## src/rtl/apb_pkg.sv

```systemverilog
// Shared definitions for the APB4 slave register bank: FSM state encoding,
// slave-error causes, PPROT bit positions and the byte-offset helper.
package apb_pkg;

  typedef enum logic [1:0] {
    IDLE      = 2'd0,
    ACCESS    = 2'd1,
    SETUP_CHK = 2'd2
  } apb_state_e;

  typedef enum logic [2:0] {
    ERR_NONE  = 3'd0,
    ERR_RANGE = 3'd1,
    ERR_ALIGN = 3'd2,
    ERR_RO    = 3'd3,
    ERR_PROT  = 3'd4
  } apb_err_e;

  // PPROT bit positions
  localparam int PPROT_PRIV   = 0;
  localparam int PPROT_NSEC   = 1;
  localparam int PPROT_INSTR  = 2;

  // Width of the wait-state counter (WAIT_STATES is limited to 0..15)
  localparam int WAIT_CNT_W = 4;

  // Number of byte-offset address bits for a given data width
  function automatic int apb_lsb(input int data_w);
    return (data_w == 64) ? 3 : 2;
  endfunction

endpackage

```

## src/rtl/apb_slv_wait_ctrl.sv

```systemverilog
// APB4 transfer sequencer: tracks setup/access phases, counts wait states,
// and produces pready plus the capture and abort strobes for the register bank.
//
// state     | meaning
// ----------+------------------------------------------------------------
// IDLE      | no transfer; a setup phase (psel & !penable) starts one
// ACCESS    | access phase; pready once the wait count is reached
// SETUP_CHK | cycle after a completion; behaves like IDLE (back-to-back)
module apb_slv_wait_ctrl
  import apb_pkg::*;
#(
  parameter int WAIT_STATES = 0
) (
  input  logic pclk,
  input  logic preset,
  input  logic psel,
  input  logic penable,
  output logic pready,
  output logic capture,
  output logic abort
);

  localparam logic [1:0] S_IDLE      = IDLE;
  localparam logic [1:0] S_ACCESS    = ACCESS;
  localparam logic [1:0] S_SETUP_CHK = SETUP_CHK;
  localparam logic [WAIT_CNT_W-1:0] WS = WAIT_CNT_W'(WAIT_STATES);

  logic [1:0]            state, state_nxt;
  logic [WAIT_CNT_W-1:0] cnt, cnt_nxt;

  assign pready  = (state == S_ACCESS) && (cnt == WS) && psel && penable;
  assign capture = (state != S_ACCESS) && psel && !penable;
  assign abort   = (state == S_ACCESS) && !psel;

  // Next-state and wait-counter logic
  always_comb begin
    state_nxt = state;
    cnt_nxt   = cnt;
    case (state)
      S_ACCESS: begin
        if (!psel) begin
          state_nxt = S_IDLE;
        end else if (pready) begin
          state_nxt = S_SETUP_CHK;
        end else if (cnt != WS) begin
          cnt_nxt = cnt + 1'b1;
        end
      end
      default: begin
        if (capture) begin
          state_nxt = S_ACCESS;
          cnt_nxt   = '0;
        end else begin
          state_nxt = S_IDLE;
        end
      end
    endcase
  end

  // State and counter registers
  always_ff @(posedge pclk or posedge preset) begin
    if (preset) begin
      state <= S_IDLE;
      cnt   <= '0;
    end else begin
      state <= state_nxt;
      cnt   <= cnt_nxt;
    end
  end

endmodule

```

## src/rtl/apb4_slave_regbank.sv

```systemverilog
// Parametrised APB4 slave with an integrated register bank: byte-strobed
// writes, read-only slots backed by hw_rd_data, slave-error decode and
// per-register access pulses.
// Optional: define APB_PROT_CHECK_EN to reject unprivileged writes
// (pprot[0]=0) with pslverr; when undefined pprot is ignored.
module apb4_slave_regbank
  import apb_pkg::*;
#(
  parameter int ADDR_W      = 12,
  parameter int DATA_W      = 32,
  parameter int NUM_REGS    = 8,
  parameter int WAIT_STATES = 0,
  parameter logic [NUM_REGS-1:0]        RO_MASK   = '0,
  parameter logic [NUM_REGS*DATA_W-1:0] RESET_VAL = '0
) (
  input  logic                       pclk,
  input  logic                       preset,
  input  logic                       psel,
  input  logic                       penable,
  input  logic                       pwrite,
  input  logic [ADDR_W-1:0]          paddr,
  input  logic [DATA_W-1:0]          pwdata,
  input  logic [DATA_W/8-1:0]        pstrb,
  input  logic [2:0]                 pprot,
  output logic [DATA_W-1:0]          prdata,
  output logic                       pready,
  output logic                       pslverr,
  output logic [NUM_REGS*DATA_W-1:0] reg_q,
  input  logic [NUM_REGS*DATA_W-1:0] hw_rd_data,
  output logic [NUM_REGS-1:0]        wr_pulse,
  output logic [NUM_REGS-1:0]        rd_pulse
);

  localparam int LSB    = apb_lsb(DATA_W);
  localparam int NB     = DATA_W / 8;
  localparam int IDX_W  = ADDR_W - LSB;
  localparam int RIDX_W = (NUM_REGS > 1) ? $clog2(NUM_REGS) : 1;

  logic                capture, abort;
  logic [ADDR_W-1:0]   cap_addr;
  logic                cap_write;
  logic [DATA_W-1:0]   cap_wdata;
  logic [NB-1:0]       cap_strb;
  logic [IDX_W-1:0]    idx;
  logic [RIDX_W-1:0]   ridx;
  logic                out_range;
  apb_err_e            err_code;
  logic                err;
  logic                commit_wr;
  logic                rd_ok;
  logic [DATA_W-1:0]   regs [NUM_REGS];
  logic                unused_prot;

  apb_slv_wait_ctrl #(
    .WAIT_STATES (WAIT_STATES)
  ) u_wait_ctrl (
    .pclk    (pclk),
    .preset  (preset),
    .psel    (psel),
    .penable (penable),
    .pready  (pready),
    .capture (capture),
    .abort   (abort)
  );

  // Setup-phase capture of address and control; bus changes during the
  // access phase are deliberately not sampled
  always_ff @(posedge pclk or posedge preset) begin
    if (preset) begin
      cap_addr  <= '0;
      cap_write <= 1'b0;
      cap_wdata <= '0;
      cap_strb  <= '0;
    end else if (capture) begin
      cap_addr  <= paddr;
      cap_write <= pwrite;
      cap_wdata <= pwdata;
      cap_strb  <= pstrb;
    end else if (abort) begin
      cap_write <= 1'b0;
    end
  end

`ifdef APB_PROT_CHECK_EN
  logic cap_priv;

  // Privilege attribute of the captured transfer
  always_ff @(posedge pclk or posedge preset) begin
    if (preset) begin
      cap_priv <= 1'b0;
    end else if (capture) begin
      cap_priv <= pprot[PPROT_PRIV];
    end
  end
`endif

  // Only pprot[0] matters, and only when the privilege check is built in
  assign unused_prot = ^pprot;

  assign idx       = cap_addr[ADDR_W-1:LSB];
  assign ridx      = idx[RIDX_W-1:0];
  assign out_range = (idx >= IDX_W'(NUM_REGS));

  // Error decode on the captured transfer, alignment first
  always_comb begin
    err_code = ERR_NONE;
    if (cap_addr[LSB-1:0] != '0) begin
      err_code = ERR_ALIGN;
    end else if (out_range) begin
      err_code = ERR_RANGE;
    end else if (cap_write && RO_MASK[ridx]) begin
      err_code = ERR_RO;
    end
`ifdef APB_PROT_CHECK_EN
    else if (cap_write && !cap_priv) begin
      err_code = ERR_PROT;
    end
`endif
  end

  assign err       = (err_code != ERR_NONE);
  assign pslverr   = err && pready;
  assign commit_wr = pready && cap_write && !err;
  assign rd_ok     = pready && !cap_write && !err;

  // Single-cycle access pulses in the completing cycle
  always_comb begin
    wr_pulse = '0;
    rd_pulse = '0;
    if (commit_wr) wr_pulse[ridx] = 1'b1;
    if (rd_ok)     rd_pulse[ridx] = 1'b1;
  end

  // Read mux: RO slots return hardware status, others the stored value
  always_comb begin
    prdata = '0;
    if (rd_ok) begin
      if (RO_MASK[ridx]) begin
        prdata = hw_rd_data[ridx*DATA_W +: DATA_W];
      end else begin
        prdata = regs[ridx];
      end
    end
  end

  // Register storage with per-byte write enables; RO slots hold zero
  always_ff @(posedge pclk or posedge preset) begin
    if (preset) begin
      for (int i = 0; i < NUM_REGS; i++) begin
        regs[i] <= RO_MASK[i] ? '0 : RESET_VAL[i*DATA_W +: DATA_W];
      end
    end else if (commit_wr) begin
      for (int b = 0; b < NB; b++) begin
        if (cap_strb[b]) begin
          regs[ridx][b*8 +: 8] <= cap_wdata[b*8 +: 8];
        end
      end
    end
  end

  for (genvar g = 0; g < NUM_REGS; g++) begin : g_reg_q
    assign reg_q[g*DATA_W +: DATA_W] = regs[g];
  end

endmodule

```

## config.mk

```make
export PLATFORM = sky130hd
export DESIGN_NAME = apb4_slave_regbank
export DESIGN_NICKNAME = d
export VERILOG_FILES = /design/src/rtl/apb_pkg.sv /design/src/rtl/apb_slv_wait_ctrl.sv /design/src/rtl/apb4_slave_regbank.sv
export SDC_FILE = /design/constraint.sdc
export NUM_CORES = 1
export LEC_CHECK = 0
export BUFFER_PORTS_ARGS = -buffer_cell sky130_fd_sc_hd__buf_2
export CAP_MARGIN = 20
export CORE_AREA = 5 5 236 238
export CTS_BUF_LIST = sky130_fd_sc_hd__clkbuf_8
export CTS_CLUSTER_SIZE = 20
export DETAILED_ROUTE_END_ITERATION = 10
export DIE_AREA = 0 0 241 243
export PLACE_DENSITY = 0.5
export SYNTH_ARGS = -nofsm -noshare
export SYNTH_HDL_FRONTEND = slang
export SYNTH_SLANG_ARGS = --single-unit
```

## constraint.sdc

```tcl
create_clock -name pclk -period 15.07 [get_ports pclk]
set_clock_uncertainty 0.2 [all_clocks]
set_input_delay 3.014 -clock pclk [delete_from_list [all_inputs] [get_ports pclk]]
set_output_delay 3.014 -clock pclk [all_outputs]
set_load 0.1 [all_outputs]
```

==> out/qor.txt, run 1 <==
Largest family of logic cells by synthesized area - multiplexers
Synthesized area per cell - 14.53 um2
Seq/Total Area, Yosys - 57.35%
Class of the worst hold path - reg2reg
Max Slew Vio Count - 0
Slew HR - 35.05%
Crit Path Class - in2out
Cts repair resizes - 0
CP Capture Point - prdata[27]
Layout cell share with drive strength beyond 1 - 58.76%
Synth Area in Compound Gates - 7.468%
Congestion Overflow GR - 0
I/O pin total - 618
Synth cell types - 38
Initial antenna violation count - 12
RSZ-0062 raised after global routing - false
Top-count cell post-synth - dfrtp_1
Worst reg-to-reg path cell count - 4
Share of the synthesized area in the top cell type - 57.35%
M1 WL - 23.01 mm
XOR/XNOR Fraction of Synth Area - 0.1291%
Final wirelength - 51.65 mm
First-pass GRT wire length - 74.98 mm
Vias in the first global route - 10,870
Routed vias - 10,280
Max Clock Freq - 115.5 MHz
Clock latency on the worst-skew pair - 0.62 ns
Die area - 58,560 um2
Number of post-CTS setup repair buffers - 0
Mux cell area share after synthesis - 25.23%
Setup Viol. Count Final - 0
P&R area growth vs syn - 27.78%
First-iteration detailed-routing DRC count - 499
EDFF count, synth - 0
Fin nets - 1,632
Post-synthesis instance total - 934
Mapped Nets - 1,248
Cell Pwr Density - 118.6 nW/um2
Register bit total from synthesis - 311
Mapped cell area - 13,570 um2
Outcome - finished, final reports clean
IO buf count - 358
Diode count - 0
Number of clock sinks - 311
Tmin final - 8.660 ns
Post-Layout Cell Count - 2,054
Fill cells - 5,445
Total Neg Setup Slack - 0 ns
DR WL/cell - 25.15 um
Gpl congestion - 0.7968
Top sig layer - met5
Post-CTS Hold Buffers - 0
Gr usage total - 17.09%
DR DRC count - 0
Startpoint types - input pin
Post-Synth Simple-Gate Area - 8.021%
Antenna viol nets, final - 0
Highest ir drop seen on vdd - 0.00004852 V
Largest cells by area after synthesis - dfrtp_1, mux2_2, nor3_4, o22ai_1, o221ai_1
CP endpoint kind - output pin
Max Cap Violations - 0
H-tree levels - 2
Vias per inst - 5.003
Num CTS Buffers - 55
CP startpoint - psel
Reg clk slew, reported paths - 0.06 ns
Routed met2 length - 22.12 mm
FF-to-FF End - reg_q[212]
FFs w/ async S/R, synth - 100.0%
Rows - 85
DIE HEIGHT - 243 um
Post-synth top cells - dfrtp_1, mux2_2, o22ai_1, clkbuf_1
Slew @ Worst Pin - 0.9713 ns
Worst R2R Start - cap_addr[3]
CTS tree - yes
Worst path arrival time - 5.45 ns
Top FF cell, synth - dfrtp_1
Final Hold Viols - 0
Largest net degree at the start of global routing - 118
Leak - 9.377 nW
CTS root buf - clkbuf_8
Clock buffer depth - 3
Ys Warns - 0
Cells after DPL - 1,956
Dpl hpwl - 33.99 mm
Tcrit/Tclk final - 57.46%
DRT Pass-1 Iters - 4
CP Max Fanout - 28
Adder-cell share of the synthesized area - 0.1844%
Die width - 241 um
Wire length on met3 - 5.123 mm
Worst path required time - 11.86 ns
Reg2Reg Setup Slack - 11.85 ns
Yosys top cell by area - dfrtp_1
Core area - 53,390 um2
Initial core utilization - 25.42%
[how the worst min path moves through the flow]
stage | startpoint | end | slack [ns] | cells past startpoint
final | cap_addr[7] | cap_addr[7] | 0.31 | 1
after global routing | cap_addr[6] | cap_addr[6] | 0.34 | 1
after CTS | cap_addr[7] | cap_addr[7] | 0.32 | 1
after detailed placement | cap_addr[7] | cap_addr[7] | 0.31 | 1
after global placement | cap_addr[7] | cap_addr[7] | 0.29 | 1
after floorplan | cap_addr[7] | cap_addr[7] | 0.28 | 1
[per-layer routing]
metal  vias up  track usage [%]
met4        24            4.763
li1       4372                -
met2       499            25.45
met5         -                0
met1      5257            23.37
met3       124            6.403
[sequential cells by signal, indices dropped and copies added, names as in the netlist]
register / cells
u_wait_ctrl.state: 2
cap_write: 1
cap_strb: 4
cap_addr: 12
u_wait_ctrl.cnt: 4
reg_q: 256
cap_wdata: 32
[cell usage in the layout (no fill, tap or decap), types with 3 or more instances in the layout]
cell type and count:
nand2_1 4, mux2_2 295, o221ai_1 32, nor2_1 21, clkinv_2 7, buf_2 358
inv_1 22, o22ai_1 64, nor4_1 32, buf_4 16, nor2b_1 3, mux2_1 9
nor3_4 28, o22a_1 32, nand4_1 3, nand3_1 3, o21ai_0 3, dfrtp_1 311
clkbuf_8 69, nand4_4 4, nand3b_1 3, nand2_2 3, and3_1 3, or3b_2 3
[area by class of cell]
type                       count  area, um2  share of cell area (%)
clock inverter                28      178.9                   1.032
tap                          696      870.8                   5.022
inverter                       7      33.78                  0.1948
sequential                   311       7782                   44.88
clock buffer                  69      949.7                   5.477
timing repair buffer         376       1938                   11.18
multi-input combinational    567       5587                   32.22
[cell families after synthesis]
logic type | after synthesis
adder cells (fa/ha/maj) | 2
buffers and inverters | 56
multiplexers | 304
XOR/XNOR | 2
AND/OR/NAND/NOR | 122
AO/OA/AOI/OAI | 137
flip-flops | 311
[per-stage QoR]
stage	worst slack, ns	util [%]	total power [mW]	hold WS, ns	area [um2]
floorplan	3.255	-	1.144	0.2814	13570
global placement	5.363	30.32	1.264	0.2908	16190
detailed placement	5.368	30.34	1.272	0.3066	16200
CTS	5.365	32.45	2.092	0.3206	17330
global route	6.293	32.48	2.155	0.3354	17340
finish	6.410	32.48	2.056	0.3084	17340
[power by group]
| part | switching [mW] | total [mW] | internal [mW] |
|---|---|---|---|
| Combinational | 0.201 | 0.318 | 0.117 |
| Sequential | 0.0667 | 0.937 | 0.870 |
| Clock | 0.357 | 0.801 | 0.444 |
| Total | 0.624 | 2.06 | 1.43 |
[critical path, stage by stage]
cell     delay (ns)
buf_2          0.19
and4b_1        0.29
nor2b_1        0.15
nand4_1        0.18
buf_4          0.34
nor4_1         0.70
buf_2          0.55
Note: power is estimated with default switching activity, not from simulation.
==> inputs of run 2 (changes only) <==
==> constraint.sdc (replaced) <==
create_clock -name pclk -period 8.57 [get_ports pclk]
set_clock_uncertainty 0.2 [all_clocks]
set_input_delay 1.714 -clock pclk [delete_from_list [all_inputs] [get_ports pclk]]
set_output_delay 1.714 -clock pclk [all_outputs]
set_load 0.1 [all_outputs]
==> out/qor.txt, run 2 (same netlist as run 1, synthesis figures left out) <==
Worst path arrival time - 4.00 ns (-1.45 ns)
Total Neg Setup Slack - 0 ns (unchanged)
Gr usage total - 16.99% (-0.099 points)
Reg clk slew, reported paths - 0.06 ns (about the same)
Number of flip-flops in the largest register - 256 (unchanged)
Max Clock Freq - 169.1 MHz
Post-CTS Hold Buffers - 0 (unchanged)
DRT Pass-1 Iters - 5 (+1)
Slew @ Worst Pin - 1.082 ns (+0.1106 ns)
Worst path required time - 6.66 ns (-5.20 ns)
DR WL/cell - 24.92 um (-0.89%)
Die width - 241 um (unchanged)
Layout cell share with drive strength beyond 1 - 58.82% (about the same)
Tcrit/Tclk final - 68.99%
Rows - 85 (unchanged)
Max Slew Vio Count - 0 (unchanged)
Setup Viol. Count Final - 0 (unchanged)
Final Hold Viols - 0 (unchanged)
Fin nets - 1,633 (+0.061%)
Startpoint types - input pin
Clock buffer depth - 3 (unchanged)
Leak - 9.371 nW (about the same)
Cts repair resizes - 0 (unchanged)
Slowest CP cell - nor4_1
Max Cap Violations - 0 (unchanged)
Slew HR - 27.70% (-7.4 points)
CTS root buf - clkbuf_8
Initial antenna violation count - 11 (-1)
Congestion Overflow GR - 0 (unchanged)
IO buf count - 358 (unchanged)
Final wirelength - 51.14 mm (-0.99%)
Worst path max stage delay - 0.58 ns (-0.12 ns)
Vias in the first global route - 11,050 (+1.7%)
Fill cells - 5,424 (-0.39%)
Highest ir drop seen on vdd - 0.00009509 V (+96%)
Routed vias - 10,280 (+0.058%)
H-tree levels - 2 (unchanged)
Number of clock sinks - 311 (unchanged)
Initial core utilization - 25.42% (unchanged)
Vias per inst - 5.011 (+0.16%)
Gpl congestion - 0.8030 (+0.78%)
Most frequent cells in the layout - buf_2, dfrtp_1, mux2_2, clkbuf_8, o22ai_1
Number of post-CTS setup repair buffers - 0 (unchanged)
Worst path cell trace - buf_2, and4b_1, nor2b_1, nand4_1, buf_4, nor4_1, buf_2
CP Max Fanout - 27 (-3.6%)
RSZ-0062 raised after global routing - false
Dpl hpwl - 33.47 mm (-1.5%)
Num CTS Buffers - 56 (+1.8%)
Crit Path Class - in2out
Die area - 58,560 um2 (unchanged)
First-pass GRT wire length - 75.15 mm (+0.24%)
Antenna viol nets, final - 0 (unchanged)
Commonest non-fill, non-tap cell in the layout - buf_2
P&R area growth vs syn - 28.01%
Final core occ - 32.54% (+0.059 points)
Class of the worst hold path - reg2reg
Cell Pwr Density - 209.1 nW/um2 (+76%)
I/O pin total - 618 (unchanged)
Clock latency on the worst-skew pair - 0.63 ns (about the same)
Crit-path most repeated cell - buf_2
DIE HEIGHT - 243 um (unchanged)
CP endpoint kind - output pin
Core area - 53,390 um2 (unchanged)
Tmin final - 5.912 ns
CTS tree - yes
First-iteration detailed-routing DRC count - 414 (-17%)
Largest net degree at the start of global routing - 170 (+44%)
Outcome - finished, final reports clean
DR DRC count - 0 (unchanged)
run 2: cell types whose count changed in the layout (fill, tap and decap cells not counted):
cell and delta:
buf_8 -1, buf_12 +2, clkinv_4 +1, clkinvlp_4 +1, inv_1 -2, clkinv_2 -5
buf_4 -1, clkbuf_8 +2, diode_2 +1
run 2: final cells by class:
cell class,instances,area (um2),share of cell area (%)
Multi-Input combinational cell,567,5587,32.16
Timing Repair Buffer,376,1956,11.26
Inverter,7,30.03,0.1729
Antenna cell,1,2.502,0.01441
Sequential cell,311,7782,44.80
Clock buffer,71,977.2,5.625
Clock inverter,23,166.4,0.9579
Tap cell,696,870.8,5.013
run 2: critical path: cells and delay by family:
kind	cells	cell delay, ns
and+or+nand+nor	4	1.21
buffers and inverters	3	1.06
run 2: final timing paths:
check	startpoint	end	slack, ns	depth (start not counted)
hold reg to reg	cap_addr[6]	cap_addr[6]	0.31	1
setup reg to reg	cap_addr[1]	reg_q[26]	5.52	4
hold / removal	cap_addr[6]	cap_addr[6]	0.31	1
setup / recovery	psel	prdata[24]	2.66	7
max in group asynchronous	preset	reg_q[80]	6.17	3
min in group asynchronous	preset	cap_addr[6]	1.10	3
run 2: power breakdown:
group	leakage, nW	switching, mW	internal, mW	total [mW]
logic	4.50	0.347	0.208	0.555
clock network	0.636	0.631	0.800	1.43
registers	4.24	0.116	1.53	1.65
run 2: per-layer routing:
| layer | track usage, % | wire length [um] | vias to the layer above |
|---|---|---|---|
| met5 | 0 | 138 | - |
| met4 | 4.514 | 1077 | 18 |
| met3 | 5.767 | 4794 | 98 |
| met2 | 26.39 | 22930 | 501 |
| met1 | 22.77 | 22200 | 5294 |
| li1 | - | - | 4371 |
run 2: metrics by stage:
| step | total power [mW] | setup slack, ns | cell area [um2] | hold WS [ns] | instances |
|---|---|---|---|---|---|
| after CTS | 3.691 | 2.561 | 17370 | 0.3142 | 2051 |
| after global placement | 2.219 | 2.575 | 16210 | 0.2921 | 1956 |
| after detailed placement | 2.227 | 2.563 | 16230 | 0.3006 | 1957 |
| after floorplan | 2.011 | 1.275 | 13570 | 0.2814 | 934 |
| after global routing | 3.805 | 2.457 | 17370 | 0.3280 | 2052 |
| final | 3.632 | 2.658 | 17370 | 0.3102 | 2052 |
==> inputs of run 3 (changes only) <==
--- a/config.mk
+++ b/config.mk
@@ -5,14 +5,15 @@
 export SDC_FILE = /design/constraint.sdc
 export NUM_CORES = 1
 export LEC_CHECK = 0
+export ABC_AREA = 1
 export BUFFER_PORTS_ARGS = -buffer_cell sky130_fd_sc_hd__buf_2
 export CAP_MARGIN = 20
-export CORE_AREA = 5 5 236 238
+export CORE_AREA = 5 5 234 236
 export CTS_BUF_LIST = sky130_fd_sc_hd__clkbuf_8
 export CTS_CLUSTER_SIZE = 20
 export DETAILED_ROUTE_END_ITERATION = 10
-export DIE_AREA = 0 0 241 243
-export PLACE_DENSITY = 0.5
+export DIE_AREA = 0 0 239 241
+export PLACE_DENSITY = 0.56
 export SYNTH_ARGS = -nofsm -noshare
 export SYNTH_HDL_FRONTEND = slang
 export SYNTH_SLANG_ARGS = --single-unit
==> constraint.sdc (replaced) <==
create_clock -name pclk -period 4.9 [get_ports pclk]
set_clock_uncertainty 0.2 [all_clocks]
set_input_delay 0.98 -clock pclk [delete_from_list [all_inputs] [get_ports pclk]]
set_output_delay 0.98 -clock pclk [all_outputs]
set_load 0.1 [all_outputs]
==> out/qor.txt, run 3 <==
Largest net degree at the start of global routing - 134 (-21%)
Antenna viol nets, final - 0 (unchanged)
Share of the synthesized area in the top cell type - 51.49% (-5.9 points)
Setup Viol. Count Final - 0 (unchanged)
CP endpoint kind - output pin
Die area - 57,600 um2 (-1.6%)
Routed vias - 15,480 (+51%)
Vias in the first global route - 14,860 (+34%)
FFs w/ async S/R, synth - 100.0% (unchanged)
Initial antenna violation count - 3 (-8)
Startpoint types - flop
Synthesized area per cell - 8.108 um2 (-44%)
DR DRC count - 0 (unchanged)
Leak - 10.76 nW (+15%)
Register bit total from synthesis - 311 (unchanged)
Worst path required time - 3.72 ns (-2.94 ns)
Post-Layout Cell Count - 2,878 (+40%)
Total Neg Setup Slack - 0 ns (unchanged)
DRT Pass-1 Iters - 5 (unchanged)
Clock latency on the worst-skew pair - 0.66 ns (+0.03 ns)
Die width - 239 um (-0.83%)
Seq/Total Area, Yosys - 51.49% (-5.9 points)
Power share of the sequential group - 41.7% (-3.6 points)
Clock share of power - 36.6% (-2.8 points)
Fill cells - 5,348 (-1.4%)
Synth cell types - 25 (-34%)
First-iteration detailed-routing DRC count - 1,388 (+240%)
Hold slack - 0.1845 ns (-0.1257 ns)
Vias per inst - 5.379 (+7.3%)
Slew HR - 25.83% (-1.9 points)
Layout cell share with drive strength beyond 1 - 27.56% (-31 points)
Commonest non-fill, non-tap cell in the layout - nand2_1
Number of flip-flops in the largest register - 256 (unchanged)
I/O pin total - 618 (unchanged)
CTS root buf - clkbuf_8
Tmin final - 4.685 ns
EDFF count, synth - 0 (unchanged)
Highest ir drop seen on vdd - 0.0002315 V (+140%)
Switching share of total power - 36.76% (+6.7 points)
CP Max Fanout - 23 (-15%)
Crit Path Class - reg2out
Max Cap Violations - 0 (unchanged)
CTS tree - yes
Gpl congestion - 0.8712 (+8.5%)
Post-synth top cells - nand2_1, dfrtp_1, nand4_1, nor2_1, clkbuf_1
RSZ-0062 raised after global routing - false
Cell Pwr Density - 365.3 nW/um2 (+75%)
Class of the worst hold path - in2async
Top FF cell, synth - dfrtp_1
H-tree levels - 2 (unchanged)
Worst path arrival time - 3.51 ns (-0.49 ns)
Initial core utilization - 28.93% (+3.5 points)
Slew @ Worst Pin - 1.111 ns (+0.02891 ns)
Tcrit/Tclk final - 95.61%
Ys Warns - 0 (unchanged)
P&R area growth vs syn - 27.71%
DIE HEIGHT - 241 um (-0.82%)
DR WL/cell - 23.57 um (-5.4%)
Clock buffer depth - 3 (unchanged)
Mapped Nets - 2,178 (+75%)
Final wirelength - 67.83 mm (+33%)
Rows - 84 (-1.2%)
Fin nets - 2,465 (+51%)
Post-CTS Hold Buffers - 0 (unchanged)
Num CTS Buffers - 53 (-5.4%)
Core area - 52,240 um2 (-2.2%)
Int Pwr - 4.458 mW (+76%)
Max Clock Freq - 213.4 MHz
Cells after DPL - 2,784 (+42%)
Reg clk slew, reported paths - 0.07 ns (about the same)
Yosys top cell by area - dfrtp_1
Largest cells by area after synthesis - dfrtp_1, nand2_1, nand4_1, nor2_1, o22ai_1
Dpl hpwl - 44.96 mm (+34%)
Congestion Overflow GR - 0 (unchanged)
Outcome - finished, final reports clean
Number of clock sinks - 311 (unchanged)
Combinational share of power - 21.7% (+6.4 points)
Top-count cell post-synth - nand2_1
Gr usage total - 22.45% (+5.5 points)
Final Hold Viols - 0 (unchanged)
Mapped cell area - 15,110 um2 (+11%)
P_sw - 2.592 mW (+140%)
Final core occ - 36.95% (+4.4 points)
IO buf count - 358 (unchanged)
Most frequent cells in the layout - nand2_1, buf_2, dfrtp_1, nand4_1, nor2_1
First-pass GRT wire length - 98.21 mm (+31%)
Post-synthesis instance total - 1,864 (+100%)
Max Slew Vio Count - 0 (unchanged)
run 3: stage by stage:
stage          instance area [um2]  setup slack, ns  total power, mW
2_1_floorplan                15360          -0.4209            3.898
3_3_place_gp                 18130           0.5920            4.483
3_5_place_dp                 18130           0.5852            4.492
4_1_cts                      19300           0.1576            7.086
5_1_grt                      19300          0.06841            7.332
6_report                     19300           0.2149            7.050
run 3: power groups by stage:
| stage | logic (mW) | registers, mW | clock network (mW) |
|---|---|---|---|
| final | 1.53 | 2.94 | 2.58 |
| after global routing | 1.65 | 2.95 | 2.73 |
| after CTS | 1.52 | 2.93 | 2.63 |
| after detailed placement | 1.51 | 2.98 | 0 |
| after global placement | 1.51 | 2.98 | 0 |
| after floorplan | 1.12 | 2.78 | 0 |
run 3: repair_timing:
action                     in CTS  in global routing
gates resized for setup         1                  0
setup endpoints to repair      13                  0
setup buffers                   0                  0
run 3: routing by layer:
layer  global-route usage, %  part of all wire [%]  vias up
met2                   33.87                    44      863
met5                       0                 0.016        -
met3                   6.468                    11      114
met4                   7.142                   2.6        2
li1                        -                     -     6926
met1                   31.34                    43     7575
run 3: logic make-up after synthesis:
kind of cell / Yosys count / synth area share [%]
AND/OR/NAND/NOR: 1217 / 37.84
adder cells (fa/ha/maj): 2 / 0.1656
AO/OA/AOI/OAI: 139 / 5.207
flip-flops: 311 / 51.49
buffers and inverters: 195 / 5.290
run 3: final timing paths:
check,from,endpoint,slack (ns),depth (start not counted)
hold reg to reg,cap_addr[1],cap_addr[1],0.28,2
min in group pclk,cap_addr[1],cap_addr[1],0.28,2
hold / removal,preset,cap_wdata[29],0.18,2
max in group asynchronous,preset,cap_strb[1],3.19,3
setup reg to reg,cap_addr[3],reg_q[163],1.03,6
setup / recovery,cap_addr[2],prdata[31],0.21,7
run 3: critical path: stages (launching register included):
cell and delay (ns):
dfrtp_2 0.57, inv_2 0.54, nand2_2 0.57, buf_4 0.38, or2_2 0.28, nand3_1 0.16
nor3_4 0.06, buf_2 0.31
run 3: layout make-up:
class	instances	area (um2)	area share, %
clock buffer	66	908.4	4.706
inverter	27	105.1	0.5445
clock inverter	26	252.7	1.309
multi-input combinational	1358	6844	35.46
sequential	311	7787	40.35
antenna	2	5.005	0.02593
timing repair buffer	400	2537	13.15
tap	688	860.8	4.460
